File: src/rtl/serial_port_bridge.sv
// Buffered serial bridge between the processor serial interface and an external endpoint.
// TX and RX FIFOs with an optional LF -> CR,LF expansion on transmit and sticky overflow flags.
module serial_port_bridge #(
    parameter int DATA_WIDTH  = 8,
    parameter int TX_DEPTH    = 16,
    parameter int RX_DEPTH    = 16,
    parameter int CRLF_EXPAND = 0
) (
    input  logic                        clock,
    input  logic                        reset,
    input  logic [DATA_WIDTH-1:0]       cpu_wr_data,
    input  logic                        cpu_wren,
    output logic                        cpu_tx_ready,
    output logic [DATA_WIDTH-1:0]       cpu_rd_data,
    output logic                        cpu_rx_valid,
    input  logic                        cpu_rden,
    output logic [DATA_WIDTH-1:0]       dev_tx_data,
    output logic                        dev_tx_valid,
    input  logic                        dev_tx_ready,
    input  logic [DATA_WIDTH-1:0]       dev_rx_data,
    input  logic                        dev_rx_valid,
    input  logic                        ovf_clr,
    output logic                        tx_overflow,
    output logic                        rx_overflow,
    output logic [$clog2(TX_DEPTH):0]   tx_level,
    output logic [$clog2(RX_DEPTH):0]   rx_level
);

    localparam int TAW = $clog2(TX_DEPTH);
    localparam int RAW = $clog2(RX_DEPTH);
    localparam logic [DATA_WIDTH-1:0] LF_CHAR = DATA_WIDTH'(8'h0A);
    localparam logic [DATA_WIDTH-1:0] CR_CHAR = DATA_WIDTH'(8'h0D);
    localparam logic [TAW:0] TX_PTR_ONE = {{TAW{1'b0}}, 1'b1};
    localparam logic [RAW:0] RX_PTR_ONE = {{RAW{1'b0}}, 1'b1};

    typedef enum logic [0:0] {
        S_NORM = 1'b0,
        S_LF   = 1'b1
    } tx_state_e;

    logic [DATA_WIDTH-1:0] tx_mem_q [TX_DEPTH];
    logic [DATA_WIDTH-1:0] rx_mem_q [RX_DEPTH];

    logic [TAW:0]          tx_wr_ptr_q, tx_wr_ptr_d, tx_rd_ptr_q, tx_rd_ptr_d;
    logic [RAW:0]          rx_wr_ptr_q, rx_wr_ptr_d, rx_rd_ptr_q, rx_rd_ptr_d;
    tx_state_e             tx_state_q, tx_state_d;
    logic                  tx_ovf_q, tx_ovf_d, rx_ovf_q, rx_ovf_d;

    logic [TAW:0]          tx_level_s;
    logic [RAW:0]          rx_level_s;
    logic                  tx_full_s, tx_empty_s, rx_full_s, rx_empty_s;
    logic                  tx_push_s, tx_pop_s, rx_push_s, rx_pop_s;
    logic [DATA_WIDTH-1:0] tx_head_s, dev_tx_data_s, cpu_rd_data_s;

    // The extra pointer MSB makes the difference equal DEPTH exactly when full.
    assign tx_level_s = tx_wr_ptr_q - tx_rd_ptr_q;
    assign rx_level_s = rx_wr_ptr_q - rx_rd_ptr_q;
    assign tx_full_s  = tx_level_s[TAW];
    assign rx_full_s  = rx_level_s[RAW];
    assign tx_empty_s = (tx_wr_ptr_q == tx_rd_ptr_q);
    assign rx_empty_s = (rx_wr_ptr_q == rx_rd_ptr_q);
    assign tx_head_s  = tx_mem_q[tx_rd_ptr_q[TAW-1:0]];
    assign tx_push_s  = cpu_wren & ~tx_full_s;
    assign rx_push_s  = dev_rx_valid & ~rx_full_s;
    assign rx_pop_s   = cpu_rden & ~rx_empty_s;

    // Transmit sequencing: an LF head is presented twice (CR, then LF) before it is popped.
    always_comb begin
        tx_state_d    = tx_state_q;
        tx_pop_s      = 1'b0;
        dev_tx_data_s = {DATA_WIDTH{1'b0}};
        case (tx_state_q)
            S_NORM: begin
                if (tx_empty_s) begin
                    dev_tx_data_s = {DATA_WIDTH{1'b0}};
                end else if ((CRLF_EXPAND != 0) && (tx_head_s == LF_CHAR)) begin
                    dev_tx_data_s = CR_CHAR;
                    if (dev_tx_ready) begin
                        tx_state_d = S_LF;
                    end else begin
                        tx_state_d = S_NORM;
                    end
                end else begin
                    dev_tx_data_s = tx_head_s;
                    tx_pop_s      = dev_tx_ready;
                end
            end
            S_LF: begin
                dev_tx_data_s = LF_CHAR;
                if (dev_tx_ready) begin
                    tx_pop_s   = 1'b1;
                    tx_state_d = S_NORM;
                end else begin
                    tx_state_d = S_LF;
                end
            end
            default: begin
                tx_state_d = S_NORM;
            end
        endcase
    end

    // Pointer advance, sticky flags and RX head decode; ovf_clr wins over a same-cycle set.
    always_comb begin
        tx_wr_ptr_d = tx_push_s ? (tx_wr_ptr_q + TX_PTR_ONE) : tx_wr_ptr_q;
        tx_rd_ptr_d = tx_pop_s  ? (tx_rd_ptr_q + TX_PTR_ONE) : tx_rd_ptr_q;
        rx_wr_ptr_d = rx_push_s ? (rx_wr_ptr_q + RX_PTR_ONE) : rx_wr_ptr_q;
        rx_rd_ptr_d = rx_pop_s  ? (rx_rd_ptr_q + RX_PTR_ONE) : rx_rd_ptr_q;
        if (ovf_clr) begin
            tx_ovf_d = 1'b0;
            rx_ovf_d = 1'b0;
        end else begin
            tx_ovf_d = tx_ovf_q | (cpu_wren & tx_full_s);
            rx_ovf_d = rx_ovf_q | (dev_rx_valid & rx_full_s);
        end
        if (rx_empty_s) begin
            cpu_rd_data_s = {DATA_WIDTH{1'b0}};
        end else begin
            cpu_rd_data_s = rx_mem_q[rx_rd_ptr_q[RAW-1:0]];
        end
    end

    // Control state: pointers, transmit phase and overflow flags.
    always_ff @(posedge clock or negedge reset) begin
        if (!reset) begin
            tx_wr_ptr_q <= {(TAW+1){1'b0}};
            tx_rd_ptr_q <= {(TAW+1){1'b0}};
            rx_wr_ptr_q <= {(RAW+1){1'b0}};
            rx_rd_ptr_q <= {(RAW+1){1'b0}};
            tx_state_q  <= S_NORM;
            tx_ovf_q    <= 1'b0;
            rx_ovf_q    <= 1'b0;
        end else begin
            tx_wr_ptr_q <= tx_wr_ptr_d;
            tx_rd_ptr_q <= tx_rd_ptr_d;
            rx_wr_ptr_q <= rx_wr_ptr_d;
            rx_rd_ptr_q <= rx_rd_ptr_d;
            tx_state_q  <= tx_state_d;
            tx_ovf_q    <= tx_ovf_d;
            rx_ovf_q    <= rx_ovf_d;
        end
    end

    // FIFO storage; contents need no reset because empty pointers mask them.
    always_ff @(posedge clock) begin
        if (tx_push_s) begin
            tx_mem_q[tx_wr_ptr_q[TAW-1:0]] <= cpu_wr_data;
        end
        if (rx_push_s) begin
            rx_mem_q[rx_wr_ptr_q[RAW-1:0]] <= dev_rx_data;
        end
    end

    assign cpu_tx_ready = ~tx_full_s;
    assign cpu_rx_valid = ~rx_empty_s;
    assign cpu_rd_data  = cpu_rd_data_s;
    assign dev_tx_valid = ~tx_empty_s;
    assign dev_tx_data  = dev_tx_data_s;
    assign tx_overflow  = tx_ovf_q;
    assign rx_overflow  = rx_ovf_q;
    assign tx_level     = tx_level_s;
    assign rx_level     = rx_level_s;

endmodule

File: config.mk
export PLATFORM = sky130hd
export DESIGN_NAME = serial_port_bridge
export DESIGN_NICKNAME = d
export VERILOG_FILES = /design/src/rtl/serial_port_bridge.sv
export SDC_FILE = /design/constraint.sdc
export NUM_CORES = 1
export LEC_CHECK = 0
export CORE_ASPECT_RATIO = 0.75
export CORE_MARGIN = 2
export CORE_UTILIZATION = 63
export CTS_BUF_LIST = sky130_fd_sc_hd__clkbuf_4 sky130_fd_sc_hd__clkbuf_8 sky130_fd_sc_hd__clkbuf_16
export DETAILED_ROUTE_END_ITERATION = 8
export DONT_BUFFER_PORTS = 1
export GPL_ROUTABILITY_DRIVEN = 0
export HOLD_SLACK_MARGIN = 0.08
export PLACE_DENSITY = 0.89
export SYNTH_ARGS = -nofsm -noshare
export SYNTH_HDL_FRONTEND = slang
export SYNTH_SLANG_ARGS = --single-unit
File: constraint.sdc
create_clock -name clock -period 4.1 [get_ports clock]
set_input_delay 0.615 -clock clock [delete_from_list [all_inputs] [get_ports clock]]
set_output_delay 0.615 -clock clock [all_outputs]
set_load 0.05 [all_outputs]
Word level (Yosys, flattened, before mapping):

Memory sizes are Yosys's and may differ from the RTL's.
Cells that the tools add are included.

* flip-flop bits (word level): 23
* RAM bits: 256
* bits of input ports: 23
* memories kept: 2

* add/sub/neg operators: 6
* equality and inequality tests: 2
* multiplexer cells: 14
* bitwise gates (word level): 12

Memories
* rx_mem_q: words 16, width 8, read ports 1, clocked after memory_dff 0, wr ports 1, line 42 `logic [DATA_WIDTH-1:0] rx_mem_q [RX_DEPTH];`
* tx_mem_q: words 16, width 8, read ports 1, clocked after memory_dff 0, wr ports 1, line 41 `logic [DATA_WIDTH-1:0] tx_mem_q [TX_DEPTH];`

Operators by type and width (number)
* $add 5x1->5 const B: 4
* $mux 8: 2
* $pmux 8 s2: 1
* $eq 5x5->1: 2
* $mux 1: 10
* $sub 5x5->5: 2
* $and 1x1->1: 5
* $not 1->1: 5
* $or 1x1->1: 2
* $pmux 1 s2: 1

Logic depth before layout (Yosys ltp):

Gate-level depths: netlist of run 1.

* depth in word-level cells: 5
* gate-level depth with buffers: 10

Worst setup path before layout of run 1:

No wires, ideal clock.

* kind: register to output
* start point: register tx_rd_ptr_q[2]
* end point: output port dev_tx_data[6]
* data arrival time: 3287 ps
* data required time: 3485 ps
* slack: 198 ps
* cell stages (with the launch flop): 11
* path buffers: 3
* path through: dfrtp_1 -> clkbuf_1 -> inv_2 -> buf_2 -> ha_1 -> and4_2 -> nand2_1 -> nand2_1 -> or2_2 -> buf_1 -> o22ai_1

* cells in the longest elaborated chain, start to end: 3

RTL lines
* start: declaration: line 44 `logic [TAW:0] tx_wr_ptr_q, tx_wr_ptr_d, tx_rd_ptr_q, tx_rd_ptr_d;`
* start signal: assignment: line 127 `tx_rd_ptr_q <= {(TAW+1){1'b0}};`
* start signal: assignment: line 135 `tx_rd_ptr_q <= tx_rd_ptr_d;`
* $mem_v2 16x8 or $eq 5x5->1 (tied branches)
* $mux 8 (*): line 74 `if (tx_empty_s) begin`
* $pmux 8 s2 (*): line 72 `case (tx_state_q)`
* end: declaration: line 17 `output logic [DATA_WIDTH-1:0] dev_tx_data,`

Mark *: on every way between the ends. The rest lies on a longest branch, timed or not.

Worst setup path after layout of run 1:

Same ends and word-level chain as after synthesis.

==> results of run 1 <==
cells in the mapped netlist (3+ instances only):
cell type,count,area (sq um)
and3_1,20,125
nor2b_1,10,62.6
inv_1,18,67.6
edfxtp_1,256,7690
and3_2,4,30.0
mux2i_1,32,320
and2_1,9,56.3
nand2_1,18,67.6
dfrtp_1,23,576
buf_2,8,40.0
o22ai_1,16,100
a21oi_1,6,30.0
xor2_1,10,87.6
nand3_1,3,15.0
clkbuf_1,9,33.8
mux4_2,60,1350
o21a_1,3,22.5
xnor2_1,14,123
mux2_2,3,33.8
a2111oi_0,3,26.3
nor2_1,4,15.0
nand4_1,4,25.0
buf_6,4,45.0
ha_1,18,225
per-layer routing:
metal	up-vias	wire, um	GRT usage
met3	58	3260	0.0748
met5	-	0	0
met1	3141	10200	0.416
li1	2426	-	-
met2	502	11800	0.409
met4	0	650	0.0761
stage by stage:
step                utilization  instances  hold WS [ns]  setup slack (ns)
CTS                       0.717        881         0.157            0.0896
global route              0.717        881         0.170            0.0693
detailed placement        0.670        835         0.320             0.666
global placement          0.670        835         0.320             0.803
floorplan                     -        589         0.319             0.198
finish                    0.717        881         0.173             0.149
how the worst min path moves through the flow:
stage	end	slack (ns)	cells past startpoint
after detailed placement	tx_rd_ptr_q[1]$_DFFE_PN0P_	0.32	0
after global routing	tx_state_q$_DFF_PN0_	0.17	1
after CTS	tx_state_q$_DFF_PN0_	0.16	1
after floorplan	rx_overflow$_DFF_PN0_	0.32	0
after global placement	tx_rd_ptr_q[1]$_DFFE_PN0P_	0.32	0
final	tx_state_q$_DFF_PN0_	0.17	1
worst reg2reg max path, stage by stage, from the launching register on:
cell	delay (ns)
dfrtp_2	0.51
inv_2	0.43
ha_1	0.38
nor2b_4	0.14
o21a_1	0.19
or4b_4	0.53
nand2_2	0.25
and3_1	0.51
cell type report:
class / instances / area [sq um]
multi-input combinational: 265 / 2970
tap: 242 / 303
inverter: 20 / 75.1
timing repair buffer: 31 / 273
clock inverter: 8 / 68.8
sequential: 279 / 8270
fill: 957 / 5020
clock buffer: 36 / 733
flip-flops by register name, summed over array words and instances, names as in the netlist:
name / count
rx_mem_q: 128
tx_mem_q: 128
rx_rd_ptr_q: 5
rx_wr_ptr_q: 5
tx_rd_ptr_q: 5
tx_wr_ptr_q: 5
rx_overflow: 1
tx_overflow: 1
tx_state_q: 1
repair_timing:
action | 4_1_cts | 5_1_grt
hold endpoints to repair | 23 | 0
resized for setup | 0 | 1
endpoints found under the setup margin | 0 | 6
hold buffers | 2 | 0
cell families after synthesis:
group	after synthesis	share of synthesized area
buffers and inverters	45	0.0189
multiplexers	95	0.149
adder cells (fa/ha/maj)	20	0.0232
flip-flops	279	0.721
AND/OR/NAND/NOR	85	0.0444
XOR/XNOR	24	0.0184
AO/OA/AOI/OAI	41	0.0249
cells in the final DEF, fill, tap and decap left out, types with 14 or more instances in the layout:
cell type,Yosys,layout
ha_1,18,18
inv_1,18,18
mux4_2,60,60
mux2i_1,32,32
buf_4,2,27
nand2_1,18,18
xnor2_1,14,14
dfrtp_1,23,20
o22ai_1,16,16
and3_1,20,20
clkbuf_16,0,25
edfxtp_1,256,256
==> results.md, run 1 <==
- Status: completed
- Vias in the first global route: ~6300
- Post-Syn Area: approximately 11000 sq um
- Critical path origin: tx_rd_ptr_q[2]$_DFFE_PN0P_
- Synth async-reset ratio: 0.0824
- Layout Skew: 0.0131 ns
- Initial core utilization: 0.647
- Initial DRT Pass Iterations: 5
- Crit path kind: reg -> out
- Crit-path cells: inv_2 > ha_1 > and4_2 > nand2_1 > buf_4 > nand2_1 > or2_2 > o22ai_1 > buf_4
- Most used DFF post-synth: edfxtp_1
- Unrepaired setup endpoints after global routing: false
- DRC marker count from the first detailed-route iteration: just under 900
- Final hold violation count: 0
- Nets@finish: around 670
- Final Instance Area: around 13000 sq um
- Worst Tran Pin Value: 0.781 ns
- Syn Area/Cell: 19.4 sq um
- Rows: 42
- # clock sinks: ~280
- Max-slew violations: 0
- Yosys reg bits: around 280
- # Post-CTS Setup Buffers: 0
- Post-synth EDFFs: 256
- Antenna-violating nets left: 0
- Later-pin clock latency in the skew report: slightly above 0.5 ns
- Post-DP HPWL: ~16000 um
- Post-route minimum period: approximately 4 ns
- Share of cells above drive strength 1: 0.243
- Max Cap Viol: 0
- Critical path buffer and inverter count: 3
- Routed WL per cell: just under 30 um
- DR vias: 6127
- Critical Path Fanout Max: 16
- TritonCTS Buffers: 25
- Critical path depth: 9
- Fmax: between 0.2 and 0.3 GHz
- DRC viols: 0
- Max clock buf depth: 3
- Post-Syn Instances: roughly 590
- R2r worst-path depth: 7
- Startpoint Class: flop
- Area added between synthesis and finish: 10.8%
- Number of buffers added on ports: 0
- Initial antenna violation count: 0
- Placed Area: ~12000 sq um
- Synth Net Count: 632
- Die W: around 160 um
- Core area: 17700 sq um
- Die Ht: roughly 120 um
- GRT Util Overall: 0.277
- Antenna diodes: 0
- Library cells used by synthesis: 44
- Setup violations, final: 0
- Hold Startpoint: dev_tx_ready
- Max H-tree Level: 1
- CTS tree: built
- Total Wirelength: 25800 um
- R2r startpoint: tx_rd_ptr_q[2]$_DFFE_PN0P_
- Setup tns final: 0 ns
- Largest net degree at the start of global routing: 43
- R2r endpoint: tx_mem_q[5][0]$_DFFE_PP_
- Die area: between 15000 and 20000 sq um
- Worst EP required: roughly 3.5 ns
- Final period utilization: 0.964
- Synth warnings: 0
- Worst hold-check path type: in -> reg
- Seq/Total Area, Yosys: 0.721
- Crit path to: dev_tx_data[6]
- CP max-delay cell: dfrtp_2
- R2R Setup Slk: between 0.8 and 0.9 ns
- Global-route wire length before repair: roughly 40000 um
- Crit path capture type: output pin
- Crit path max-delay family: buffers and inverters
- Critical path arrival: between 3 and 4 ns
- Avg Vias per Cell: between 6 and 7
- Grt ovf: 0
- Root buf cell: clkbuf_16
- Relative slew margins: 0.479
- I/O pin cnt: 54
- CP max stage delay: ~0.5 ns
- Clk slew on worst S/H paths: approximately 0.060 ns
Power of run 1 is not shown: default switching activity piles up to over one toggle a cycle in this logic, so the estimate is an artifact.
==> run 2, diff against run 1 <==
--- a/config.mk
+++ b/config.mk
@@ -5,9 +5,11 @@
 export SDC_FILE = /design/constraint.sdc
 export NUM_CORES = 1
 export LEC_CHECK = 0
+export CELL_PAD_IN_SITES_DETAIL_PLACEMENT = 0
+export CELL_PAD_IN_SITES_GLOBAL_PLACEMENT = 2
 export CORE_ASPECT_RATIO = 0.75
 export CORE_MARGIN = 2
-export CORE_UTILIZATION = 63
+export CORE_UTILIZATION = 49
 export CTS_BUF_LIST = sky130_fd_sc_hd__clkbuf_4 sky130_fd_sc_hd__clkbuf_8 sky130_fd_sc_hd__clkbuf_16
 export DETAILED_ROUTE_END_ITERATION = 8
 export DONT_BUFFER_PORTS = 1
==> run 2 against run 1 <==
Effect of this change:
- register-to-register slack worse by 0.02 ns
- fmax is 2.1% higher
- non-clock buffer count stayed put
- sequential cell count stayed put
- critical path type unchanged
- critical endpoint is now dev_tx_data[2]
==> results.md, run 2 (same netlist as run 1, synthesis figures left out) <==
- R2r endpoint: tx_mem_q[2][3]$_DFFE_PP_
- Vias in the first global route: roughly 5900
- Most frequent cells in the layout: 256 x edfxtp_1, 60 x mux4_2, 32 x mux2i_1, 28 x clkbuf_16, 27 x buf_4
- Worst EP required: ~3.5 ns
- Avg Vias per Cell: 5.96
- Unrepaired setup endpoints after global routing: false
- Total Wirelength: around 22000 um
- Antenna diodes: 0
- Setup tns final: 0 ns
- Grt ovf: 0
- Critical Path Fanout Max: 16
- Post-DP HPWL: between 10000 and 15000 um
- Hold Path Depth: 1
- Initial antenna violation count: 0
- # Post-CTS Setup Buffers: 0
- Setup violations, final: 0
- Fmax: 0.259 GHz
- Die Ht: about 140 um
- Core area: about 23000 sq um
- Largest net degree at the start of global routing: 35
- Routed WL per cell: between 20 and 25 um
- # clock sinks: between 200 and 300
- Die area: approximately 25000 sq um
- Fill cells: between 1500 and 2000
- Initial core utilization: 0.498
- Antenna-violating nets left: 0
- Commonest non-fill, non-tap cell in the layout: edfxtp_1
- Startpoint Class: flop
- Post-route minimum period: 3.87 ns
- Initial DRT Pass Iterations: 4
- Crit path capture type: output pin
- Max clock buf depth: 3
- Seq. cell area: roughly 8300 sq um
- I/O pin cnt: 54
- Rows: 48
- Final period utilization: 0.943
- Max Cap Viol: 0
- Hold endpoint: tx_state_q$_DFF_PN0_
- Later-pin clock latency in the skew report: 0.55 ns
- TritonCTS Buffers: 28
- R2r worst-path depth: 7
- Layout Skew: around 0.014 ns
- Crit path kind: reg -> out
- Status: completed
- DRC viols: 0
- Placed Area: ~12000 sq um
- Root buf cell: clkbuf_16
- Worst Tran Pin Value: between 0.7 and 0.8 ns
- Max-slew violations: 0
- DR vias: 5636
- Global-route wire length before repair: 34600 um
- Area added between synthesis and finish: 12.1%
- Die W: between 150 and 200 um
- Final hold violation count: 0
- R2R Setup Slk: 0.79 ns
- Share of cells above drive strength 1: 0.243
- R2r startpoint: tx_rd_ptr_q[2]$_DFFE_PN0P_
- Multi-input combinational cell area: 2970 sq um
- CTS tree: built
- Number of buffers added on ports: 0
- GRT Util Overall: 0.186
- Final Instance Area: approximately 13000 sq um
- Worst hold-check path type: in -> reg
- Critical path arrival: roughly 3.3 ns
- Nets@finish: roughly 670
- Relative slew margins: 0.521
- Max H-tree Level: 1
- Clk slew on worst S/H paths: around 0.060 ns
- Hold Startpoint: dev_tx_ready
- DRC marker count from the first detailed-route iteration: between 300 and 400
[run 2: cell count changes in the layout (fill, tap and decap cells not counted), sizes merged]
| cell | change |
|---|---|
| clkinv | +7 |
| clkinvlp | -1 |
[run 2: worst max-delay path, cell delays in order (launching register included)]
cell and delay (ns):
dfrtp_1 0.62, inv_2 0.33, ha_1 0.43, and4_2 0.22
nand2_1 0.11, nand2_1 0.11, or2_2 0.39, o22ai_1 0.25
buf_4 0.24
[run 2: final cells by class]
class | instances | area share
flip-flops and latches | 279 | 0.643
multi-input cells | 265 | 0.232
clock buffers | 36 | 0.0597
well taps | 300 | 0.0292
repair buffers | 31 | 0.0212
clock inverters | 14 | 0.00896
inverters | 20 | 0.00584
[run 2: worst max-delay path by stage]
| stage | start | endpoint | slack (ns) | cells after the start |
|---|---|---|---|---|
| floorplan | tx_rd_ptr_q[2]$_DFFE_PN0P_ | dev_tx_data[6] | 0.20 | 10 |
| global placement | tx_rd_ptr_q[2]$_DFFE_PN0P_ | dev_tx_data[2] | 0.90 | 8 |
| detailed placement | tx_rd_ptr_q[2]$_DFFE_PN0P_ | dev_tx_data[2] | 0.78 | 8 |
| CTS | tx_rd_ptr_q[2]$_DFFE_PN0P_ | dev_tx_data[2] | 0.21 | 8 |
| global route | tx_rd_ptr_q[2]$_DFFE_PN0P_ | dev_tx_data[2] | 0.06 | 8 |
| finish | tx_rd_ptr_q[2]$_DFFE_PN0P_ | dev_tx_data[2] | 0.23 | 8 |
[run 2: timing repair]
action                                 CTS  global route
endpoints found under the hold margin   23             0
hold buffers                             2             0
gates resized for setup                  0             0
[run 2: stage by stage]
step	std cells	setup slack (ns)	utilization	hold slack (ns)
floorplan	589	0.198	-	0.319
global route	945	0.0638	0.558	0.107
detailed placement	893	0.780	0.519	0.320
global placement	893	0.895	0.519	0.320
CTS	945	0.212	0.558	0.110
finish	945	0.232	0.558	0.130
[run 2: per-layer routing]
metal  track usage  wire length (um)  vias to the layer above
li1              -                 -                     2438
met1         0.268             10200                     2959
met2         0.293             10300                      204
met3        0.0405              1480                       35
met4        0.0475               391                        0
met5             0                 0                        -
Power of run 2 is left out for the same reason.
